[src/rtl/f1_reaction_timer.sv]
`default_nettype none
// ============================================================================
//  Module      : f1_reaction_timer
//  Description : F1 start-light sequencer and reaction timer. Lights the start
//                LEDs one per step, holds them for a pseudo-random delay, then
//                extinguishes them and measures the player's reaction in ms.
//                Includes false-start detection, a timeout and a best-time
//                register.
//  Revision    : 1.0 - initial release
// ============================================================================
module f1_reaction_timer #(
  parameter int          N_LIGHTS     = 5,
  parameter int          STEP_MS      = 500,
  parameter int          MIN_DELAY_MS = 200,
  parameter logic [13:0] DELAY_MASK   = 14'h0FFF,
  parameter int          RT_W         = 14
) (
  input  logic                sysclk,
  input  logic                rst,
  input  logic                tick_ms,
  input  logic                trigger,
  output logic [N_LIGHTS-1:0] ledr,
  output logic [RT_W-1:0]     react_ms,
  output logic                result_valid,
  output logic [RT_W-1:0]     best_ms,
  output logic                false_start,
  output logic                timed_out,
  output logic                busy,
  output logic [2:0]          state
);

  typedef enum logic [2:0] {
    ST_IDLE   = 3'd0,
    ST_LIGHTS = 3'd1,
    ST_DELAY  = 3'd2,
    ST_TIMING = 3'd3,
    ST_RESULT = 3'd4,
    ST_FAULT  = 3'd5
  } state_t;

  localparam logic [RT_W-1:0]     MAX_REACT   = '1;
  localparam logic [N_LIGHTS-1:0] ALL_LIT     = '1;
  localparam logic [N_LIGHTS-1:0] LIGHT_FIRST = N_LIGHTS'(1);
  localparam logic [15:0]         STEP_TGT    = 16'(STEP_MS);
  localparam logic [31:0]         MIN_HOLD    = 32'(MIN_DELAY_MS);

  state_t              state_q, state_d;
  logic                trigger_q;
  logic [13:0]         lfsr_q, lfsr_d;
  logic [15:0]         step_cnt_q, step_cnt_d;
  logic [31:0]         hold_cnt_q, hold_cnt_d;
  logic [31:0]         hold_target_q, hold_target_d;
  logic [RT_W-1:0]     react_cnt_q, react_cnt_d;
  logic [N_LIGHTS-1:0] ledr_q, ledr_d;
  logic [RT_W-1:0]     react_ms_q, react_ms_d;
  logic                result_valid_q, result_valid_d;
  logic [RT_W-1:0]     best_ms_q, best_ms_d;
  logic                timed_out_q, timed_out_d;

  logic                press;
  logic [N_LIGHTS-1:0] ledr_shift;
  logic [15:0]         step_inc;
  logic [31:0]         hold_inc;
  logic [RT_W-1:0]     react_inc;

  // One press per rising edge of the (already synchronised) button level.
  assign press     = trigger & ~trigger_q;
  assign step_inc  = step_cnt_q + 16'd1;
  assign hold_inc  = hold_cnt_q + 32'd1;
  assign react_inc = react_cnt_q + {{(RT_W-1){1'b0}}, 1'b1};

  // Next light pattern: shift in another lit LED above the ones already on.
  generate
    if (N_LIGHTS == 1) begin : g_single_light
      assign ledr_shift = 1'b1;
    end else begin : g_multi_light
      assign ledr_shift = {ledr_q[N_LIGHTS-2:0], 1'b1};
    end
  endgenerate

  // Free-running 14-bit Fibonacci LFSR supplying the random part of the hold.
  always_comb begin
    lfsr_d = {lfsr_q[12:0], lfsr_q[13] ^ lfsr_q[4] ^ lfsr_q[2] ^ lfsr_q[0]};
  end

  // Sequencer next-state and datapath updates; a press always wins over a tick.
  always_comb begin
    state_d        = state_q;
    step_cnt_d     = step_cnt_q;
    hold_cnt_d     = hold_cnt_q;
    hold_target_d  = hold_target_q;
    react_cnt_d    = react_cnt_q;
    ledr_d         = ledr_q;
    react_ms_d     = react_ms_q;
    result_valid_d = 1'b0;
    best_ms_d      = best_ms_q;
    timed_out_d    = timed_out_q;

    unique case (state_q)
      ST_IDLE: begin
        ledr_d = '0;
        if (press) begin
          state_d    = ST_LIGHTS;
          step_cnt_d = 16'd0;
          ledr_d     = LIGHT_FIRST;
        end
      end

      ST_LIGHTS: begin
        if (press) begin
          state_d = ST_FAULT;
          ledr_d  = '0;
        end else if (tick_ms) begin
          if (step_inc == STEP_TGT) begin
            step_cnt_d = 16'd0;
            if (ledr_q == ALL_LIT) begin
              // Every light is on: start the hold with a freshly drawn delay.
              state_d       = ST_DELAY;
              hold_cnt_d    = 32'd0;
              hold_target_d = MIN_HOLD + {18'd0, lfsr_q & DELAY_MASK};
            end else begin
              ledr_d = ledr_shift;
            end
          end else begin
            step_cnt_d = step_inc;
          end
        end
      end

      ST_DELAY: begin
        if (press) begin
          state_d = ST_FAULT;
          ledr_d  = '0;
        end else if (tick_ms) begin
          // ">=" also covers a zero target: leave on the first tick.
          if (hold_inc >= hold_target_q) begin
            state_d     = ST_TIMING;
            ledr_d      = '0;
            react_cnt_d = '0;
          end else begin
            hold_cnt_d = hold_inc;
          end
        end
      end

      ST_TIMING: begin
        if (press) begin
          // A tick landing on the press cycle is deliberately not counted.
          state_d        = ST_RESULT;
          react_ms_d     = react_cnt_q;
          result_valid_d = 1'b1;
          timed_out_d    = 1'b0;
          if (react_cnt_q < best_ms_q) begin
            best_ms_d = react_cnt_q;
          end
        end else if (tick_ms) begin
          if (react_inc == MAX_REACT) begin
            state_d        = ST_RESULT;
            react_ms_d     = MAX_REACT;
            result_valid_d = 1'b1;
            timed_out_d    = 1'b1;
          end else begin
            react_cnt_d = react_inc;
          end
        end
      end

      ST_RESULT: begin
        if (press) begin
          state_d     = ST_IDLE;
          timed_out_d = 1'b0;
        end
      end

      ST_FAULT: begin
        ledr_d = '0;
        if (press) begin
          state_d = ST_IDLE;
        end
      end

      default: begin
        state_d = ST_IDLE;
        ledr_d  = '0;
      end
    endcase
  end

  // State and datapath registers with synchronous reset to the idle values.
  always_ff @(posedge sysclk) begin
    if (rst) begin
      state_q        <= ST_IDLE;
      trigger_q      <= 1'b0;
      lfsr_q         <= 14'd1;
      step_cnt_q     <= 16'd0;
      hold_cnt_q     <= 32'd0;
      hold_target_q  <= 32'd0;
      react_cnt_q    <= '0;
      ledr_q         <= '0;
      react_ms_q     <= '0;
      result_valid_q <= 1'b0;
      best_ms_q      <= '1;
      timed_out_q    <= 1'b0;
    end else begin
      state_q        <= state_d;
      trigger_q      <= trigger;
      lfsr_q         <= lfsr_d;
      step_cnt_q     <= step_cnt_d;
      hold_cnt_q     <= hold_cnt_d;
      hold_target_q  <= hold_target_d;
      react_cnt_q    <= react_cnt_d;
      ledr_q         <= ledr_d;
      react_ms_q     <= react_ms_d;
      result_valid_q <= result_valid_d;
      best_ms_q      <= best_ms_d;
      timed_out_q    <= timed_out_d;
    end
  end

  assign ledr         = ledr_q;
  assign react_ms     = react_ms_q;
  assign result_valid = result_valid_q;
  assign best_ms      = best_ms_q;
  assign timed_out    = timed_out_q;
  assign false_start  = (state_q == ST_FAULT);
  assign busy         = (state_q == ST_LIGHTS) || (state_q == ST_DELAY) ||
                        (state_q == ST_TIMING);
  assign state        = state_q;

endmodule
`default_nettype wire
[config.mk]
export PLATFORM = sky130hd
export DESIGN_NAME = f1_reaction_timer
export DESIGN_NICKNAME = d
export VERILOG_FILES = /design/src/rtl/f1_reaction_timer.sv
export SDC_FILE = /design/constraint.sdc
export NUM_CORES = 1
export LEC_CHECK = 0
export CORE_UTILIZATION = 65
export DETAILED_ROUTE_END_ITERATION = 8
export DONT_BUFFER_PORTS = 1
export PLACE_DENSITY = 0.78
export SKIP_LAST_GASP = 1
export SYNTH_ARGS = -nofsm -noshare
export SYNTH_HDL_FRONTEND = slang
export SYNTH_SLANG_ARGS = --single-unit
[constraint.sdc]
create_clock -name sysclk -period 10.1 [get_ports sysclk]
set_input_delay 2.02 -clock sysclk [delete_from_list [all_inputs] [get_ports sysclk]]
set_output_delay 2.02 -clock sysclk [all_outputs]
set_load 0.01 [all_outputs]
==> results of run 1 <==
==> final cells by class <==
class | count | area share, %
Tap cell | 136 | 2.27
Multi-Input combinational cell | 593 | 53.0
Inverter | 43 | 2.15
Clock inverter | 12 | 2.09
Sequential cell | 128 | 34.2
Timing Repair Buffer | 2 | 0.200
Clock buffer | 20 | 6.08
==> how the worst max path moves through the flow <==
stage | depth (start not counted) | start | to
2_1_floorplan | 6 | trigger | ledr[4]
4_1_cts | 15 | hold_cnt_q[0] | hold_cnt_q[15]
3_5_place_dp | 5 | trigger | best_ms[7]
6_report | 15 | hold_cnt_q[0] | hold_cnt_q[15]
5_1_grt | 15 | hold_cnt_q[0] | hold_cnt_q[15]
3_3_place_gp | 5 | trigger | best_ms[6]
==> worst max-delay path, stage by stage, from the launching register on <==
cell and delay [ns]:
dfxtp_1 0.43, ha_1 0.28, nand3_1 0.26, nor2_1 0.37, nand3_1 0.14, xnor2_1 0.22
ha_1 0.27, nand3_1 0.08, nor2_1 0.07, o311ai_0 0.10, a31oi_1 0.19, or4b_1 0.66
o31ai_1 0.33, a21oi_1 0.28, buf_4 0.28, and2_1 0.15
==> cells by family (layout without fill, tap and decap cells) <==
| group | count (synthesis) | in the layout | share of synthesized area (%) |
|---|---|---|---|
| and+or+nand+nor | 333 | 333 | 25.4 |
| adders and majority gates | 31 | 31 | 5.66 |
| muxes | 17 | 17 | 2.57 |
| buffers and inverters | 84 | 77 | 4.71 |
| DFF | 128 | 128 | 37.4 |
| xor gates and xnor gates | 48 | 48 | 6.13 |
| AOI/OAI and AO/OA | 164 | 164 | 18.2 |
==> cell usage in the layout (no fill, tap or decap), drive strengths merged, types with 6 or more instances in the layout <==
master    count
nor2         74
or4          12
nand3        37
nand4        26
a311oi        8
o221a        14
xor2         21
nor3         24
dfxtp       128
and3          8
mux2i        15
and4          8
inv          43
or3           6
o221ai        7
ha           31
clkinvlp      7
o2bb2ai       6
a21oi        29
nand2        68
xnor2        27
a31oi        11
and2         21
nor4         13
nor2b        21
clkbuf       20
a211oi        9
a21o         11
o211ai       19
o21ai        15
==> sequential cells by signal (all words and copies together), names as in the netlist <==
| name | flops |
|---|---|
| hold_cnt_q | 32 |
| step_cnt_q | 16 |
| best_ms | 14 |
| lfsr_q | 14 |
| react_cnt_q | 14 |
| react_ms | 14 |
| hold_target_q | 13 |
| ledr | 5 |
| state | 3 |
| result_valid | 1 |
| timed_out | 1 |
| trigger_q | 1 |
==> per-layer routing <==
metal | vias up | part of all wire (%) | global-route usage (%)
li1 | 2908 | - | -
met1 | 2771 | 43 | 37.2
met2 | 188 | 49 | 50.0
met3 | 50 | 5.5 | 6.99
met4 | 0 | 3.0 | 15.7
met5 | - | 0 | 0
==> synth_stat cells, drive strengths merged (24+ instances only) <==
cell type	count
nor2	74
nand2	68
inv	42
ha	31
nand4	26
xnor2	27
clkbuf	32
a21oi	29
nor3	24
dfxtp	128
nand3	37
==> stage by stage <==
step / area, µm² / total power [W]
6_report: 7490 / 0.00119
5_1_grt: 7490 / 0.00122
4_1_cts: 7490 / 0.00119
3_5_place_dp: 6880 / 0.000572
3_3_place_gp: 6880 / 0.000571
2_1_floorplan: 6860 / 0.000566
==> power by group through the flow <==
stage	Combinational (W)	Sequential (W)	Clock (W)
after CTS	0.0000425	0.000519	0.000631
after detailed placement	0.0000421	0.000530	0
after global placement	0.0000413	0.000530	0
after global routing	0.0000477	0.000520	0.000653
after floorplan	0.0000397	0.000526	0
final	0.0000432	0.000520	0.000624
==> results.cfg, run 1 <==
[drt]
drc_errors = 0
drt_iter0_drc = 499
wl_um = 15900
ant_nets = 0
via_per_inst = 6.34
vias = 5917
dr.pass1.iters = 5
detail_route.wl_per_cell_um = 17.1

[sta]
tightest_slew_ns = 1.20
finalHoldViolCount = 0
max_freq_ghz = 0.236
final_max_slew_viol_count = 0
setup_viol = 0
relSlewSlack_pct = 19.9
rsz0062_at_grt = false
whs_ns = 0.452
fin_ws_ns = 5.87
finClkSkew_ns = 0.0113
finalCritPeriodShare_pct = 41.9
tns_ns = 0
period_needed_ns = 4.23

[power_and_ir_drop]
p_clk_share_pct = 52.6
p_sw_share_pct = 22.5
p_seq_share_pct = 43.8
combPwrFrac_pct = 3.6
switchingPower_w = 0.000267
ir_drop_v = 0.000140
p_leak_nw = 2.91
p_per_area_nw_per_um2 = 158
p_int_w = 0.000920

[synthesis]
synth_edf_count = 0
syn_nets = 840
syn_area_per_cell_um2 = 8.52
ys_seq_area_share_pct = 37.4
synth.largest_area_cell = dfxtp_1
synth-seq-cells = 128
synth-main-ff-cell = dfxtp_1
synthTopCellsByArea = dfxtp_1 (37%), ha_1 (5.7%), nor2_1 (4.1%)
syn_area_um2 = 6860
synth_top_area_share_pct = 37.4
async_flop_share_pct = 0
ys_warn_count = 0
syn_inst = 805
synth_cell_types = 63

[placement]
place_ws_ns = 5.63
portBuffers = 0
globalplace.congestion = 0.929
dpl.hpwl_um = 11000
placed_cells = 902

[clocking]
cts_root_buf = clkbuf_8
clk_pin_slew_ns = 0.06
cts_resized = 0
cts_setup_buffers = 0
cts_tree = built
clk_path_buf_depth = 2
h-tree-depth = 4
cts_sinks = 128
cts_made_buffers = 17
clkLatencyLatePin_ns = 0.54
cts_hold_buffers = 0

[finish]
area_growth_syn_to_layout_pct = 9.27
layout-drive-gt1-share_pct = 8.02
seqCellArea_um2 = 2560
final_cells = 934
post-route-util_pct = 72.9
nFillCells = 823
nets = 820
multiInputGateArea_um2 = 3970
antennaDiodeCount = 0

[min_path]
hp-class = reg2reg
min_to = hold_target_q[3]
min_from = hold_target_q[3]
min_path_cells = 2

[floorplanning]
die_h_um = 105
ios = 44
die_area_um2 = 11000
coreArea_um2 = 10300
start_util_pct = 66.7
die_x_um = 105
rows = 37

[critical_path]
cp-start-kind = flip-flop
reg2reg_to = hold_cnt_q[15]
endpoint_kind = flip-flop
path_class = reg2reg
reg2reg_setup_slack_ns = 5.87
cp.required_ns = 10.54
arrival_ns = 4.67
r2r_cells = 15
reg2reg_from = hold_cnt_q[0]
cp_max_fo = 14

[job]
maxCapViolCount = 0

[global_routing]
grt_max_degree = 59
track_usage_pct = 30.4
grt_antenna_before_repair = 0
gr-total-overflow = 0
grt_pass1_vias = 5741
grt_pass1_wl_um = 27100

[run_status]
outcome = finished clean
No activity file was read; power rests on OpenSTA's default activity.
==> run 2, diff against run 1 <==
- CORE_UTILIZATION: 65 -> 58
- PLACE_DENSITY: 0.78 -> 0.73
- clock period: 10.1 -> 3.57 ns (I/O delays scaled with it)
==> run 2 against run 1 <==
Net effect:
- non-clock buffer count up 38
- critical endpoint is now ledr[4]
- cell area up 4.5%
- cell count up 4.8%
- worst hold slack worse by 0.085 ns
==> results.cfg, run 2 (synthesis results as in run 1) <==
[sta]
finalCritPeriodShare_pct = 95.7
finClkSkew_ns = 0.0116
tightest_slew_ns = 0.646
fin_ws_ns = 0.152
final_max_slew_viol_count = 0
relSlewSlack_pct = 56.8
finalHoldViolCount = 0
max_freq_ghz = 0.293
period_needed_ns = 3.42
tns_ns = 0
setup_viol = 0

[clocking]
h-tree-depth = 4
clk_path_buf_depth = 2
cts_made_buffers = 17
clk_pin_slew_ns = 0.06
clkLatencyLatePin_ns = 0.43
cts_root_buf = clkbuf_16
cts_tree = built
cts_hold_buffers = 0
cts_sinks = 128

[floorplanning]
start_util_pct = 59.8
die_area_um2 = 12300
die_h_um = 111
rows = 39
die_x_um = 111
ios = 44
coreArea_um2 = 11500

[global_routing]
grt_pass1_vias = 5774
grt_pass1_wl_um = 28400
grt_antenna_before_repair = 0
grt_max_degree = 59
track_usage_pct = 28.7
gr-total-overflow = 0

[drt]
detail_route.wl_per_cell_um = 17.7
ant_nets = 0
vias = 6129
wl_um = 17300
via_per_inst = 6.26
dr.pass1.iters = 7
drc_errors = 0
drt_iter0_drc = 504

[placement]
placed_cells = 945
globalplace.congestion = 0.928
placed_area_um2 = 7160
dpl.hpwl_um = 12200
place_ws_ns = -0.00477
portBuffers = 0

[finish]
largest_reg_flops = 32
layout_commonest_cell = dfxtp_1
nets = 858
post-route-util_pct = 68.3
layout-drive-gt1-share_pct = 13.0
final_cell_area_um2 = 7830
area_growth_syn_to_layout_pct = 14.2
antennaDiodeCount = 0
largestRegisters = hold_cnt_q: 32 flops, step_cnt_q: 16 flops
top_register = hold_cnt_q
final_cell_mix = dfxtp_1 (126), nor2_1 (72), nand2_1 (68)
final_cells = 979

[critical_path]
reg2reg_setup_slack_ns = 0.15
reg2reg_from = hold_cnt_q[1]
startpoint = hold_cnt_q[1]
r2r_cells = 12
reg2reg_to = ledr[4]
cp-start-kind = flip-flop
path_class = reg2reg
arrival_ns = 3.74
endpoint_kind = flip-flop
cp_max_fo = 5
cp.required_ns = 3.89

[job]
maxCapViolCount = 0

[min_path]
hp-class = in2reg
min_from = rst
min_path_cells = 1
min_to = hold_cnt_q[4]

[power_and_ir_drop]
p_per_area_nw_per_um2 = 431
ir_drop_v = 0.000541
p_leak_nw = 3.13

[run_status]
outcome = finished clean
run 2: cell types whose count changed in the layout (fill, tap and decap cells not counted), sizes merged:
| cell | change |
|---|---|
| clkinv | +3 |
| clkbuf | +3 |
| inv | -1 |
| clkinvlp | -5 |
| buf | +38 |
run 2: final cells by class:
cell class / instances / area [µm²]
well taps: 143 / 179
fillers: 919 / 3640
clock buffers: 23 / 468
repair buffers: 40 / 313
flip-flops and latches: 128 / 2560
inverters: 43 / 161
multi-input cells: 593 / 4010
clock inverters: 9 / 133
run 2: per-layer routing:
layer	vias to the layer above	track usage (%)	share of wire [%]
met4	0	13.0	2.1
met5	-	0	0
met2	229	43.6	45
li1	2975	-	-
met1	2889	38.0	46
met3	36	7.93	7.6
run 2: where the power goes:
group	total [W]	leakage [nW]	switching, W	internal (W)
combinational	0.000151	1.80	0.0000937	0.0000571
clock	0.00176	0.287	0.000629	0.00113
sequential	0.00147	1.03	0.0000215	0.00144
total	0.00338	3.13	0.000745	0.00263
run 2: critical path: stages (launching register included):
cell and delay, ns:
dfxtp_1 0.34, ha_2 0.21, buf_4 0.13, xor2_1 0.19, ha_1 0.28, a31oi_1 0.22
nor2b_1 0.08, o311ai_1 0.30, a31oi_1 0.18, or4b_4 0.58, nor3_4 0.34, a31oi_4 0.16
mux2_4 0.31
run 2: stage by stage:
step | hold WS [ns] | power [W]
after detailed placement | 0.427 | 0.00163
after global routing | 0.347 | 0.00348
after CTS | 0.348 | 0.00339
after floorplan | 0.414 | 0.00160
after global placement | 0.430 | 0.00163
final | 0.367 | 0.00338
run 2: repair_timing:
item	4_1_cts	5_1_grt
setup buffers	0	2
gates resized for setup	1	12
setup endpoints to repair	5	49
pin swaps	1	8
run 2: how the worst max path moves through the flow:
stage / to / slack [ns] / cells past startpoint
6_report: ledr[4] / 0.15 / 12
5_1_grt: ledr[4] / -0.001 / 12
3_5_place_dp: ledr[4] / -0.005 / 14
3_3_place_gp: ledr[4] / 0.09 / 12
4_1_cts: react_cnt_q[11] / 0.0003 / 14
2_1_floorplan: ledr[4] / 0.09 / 14
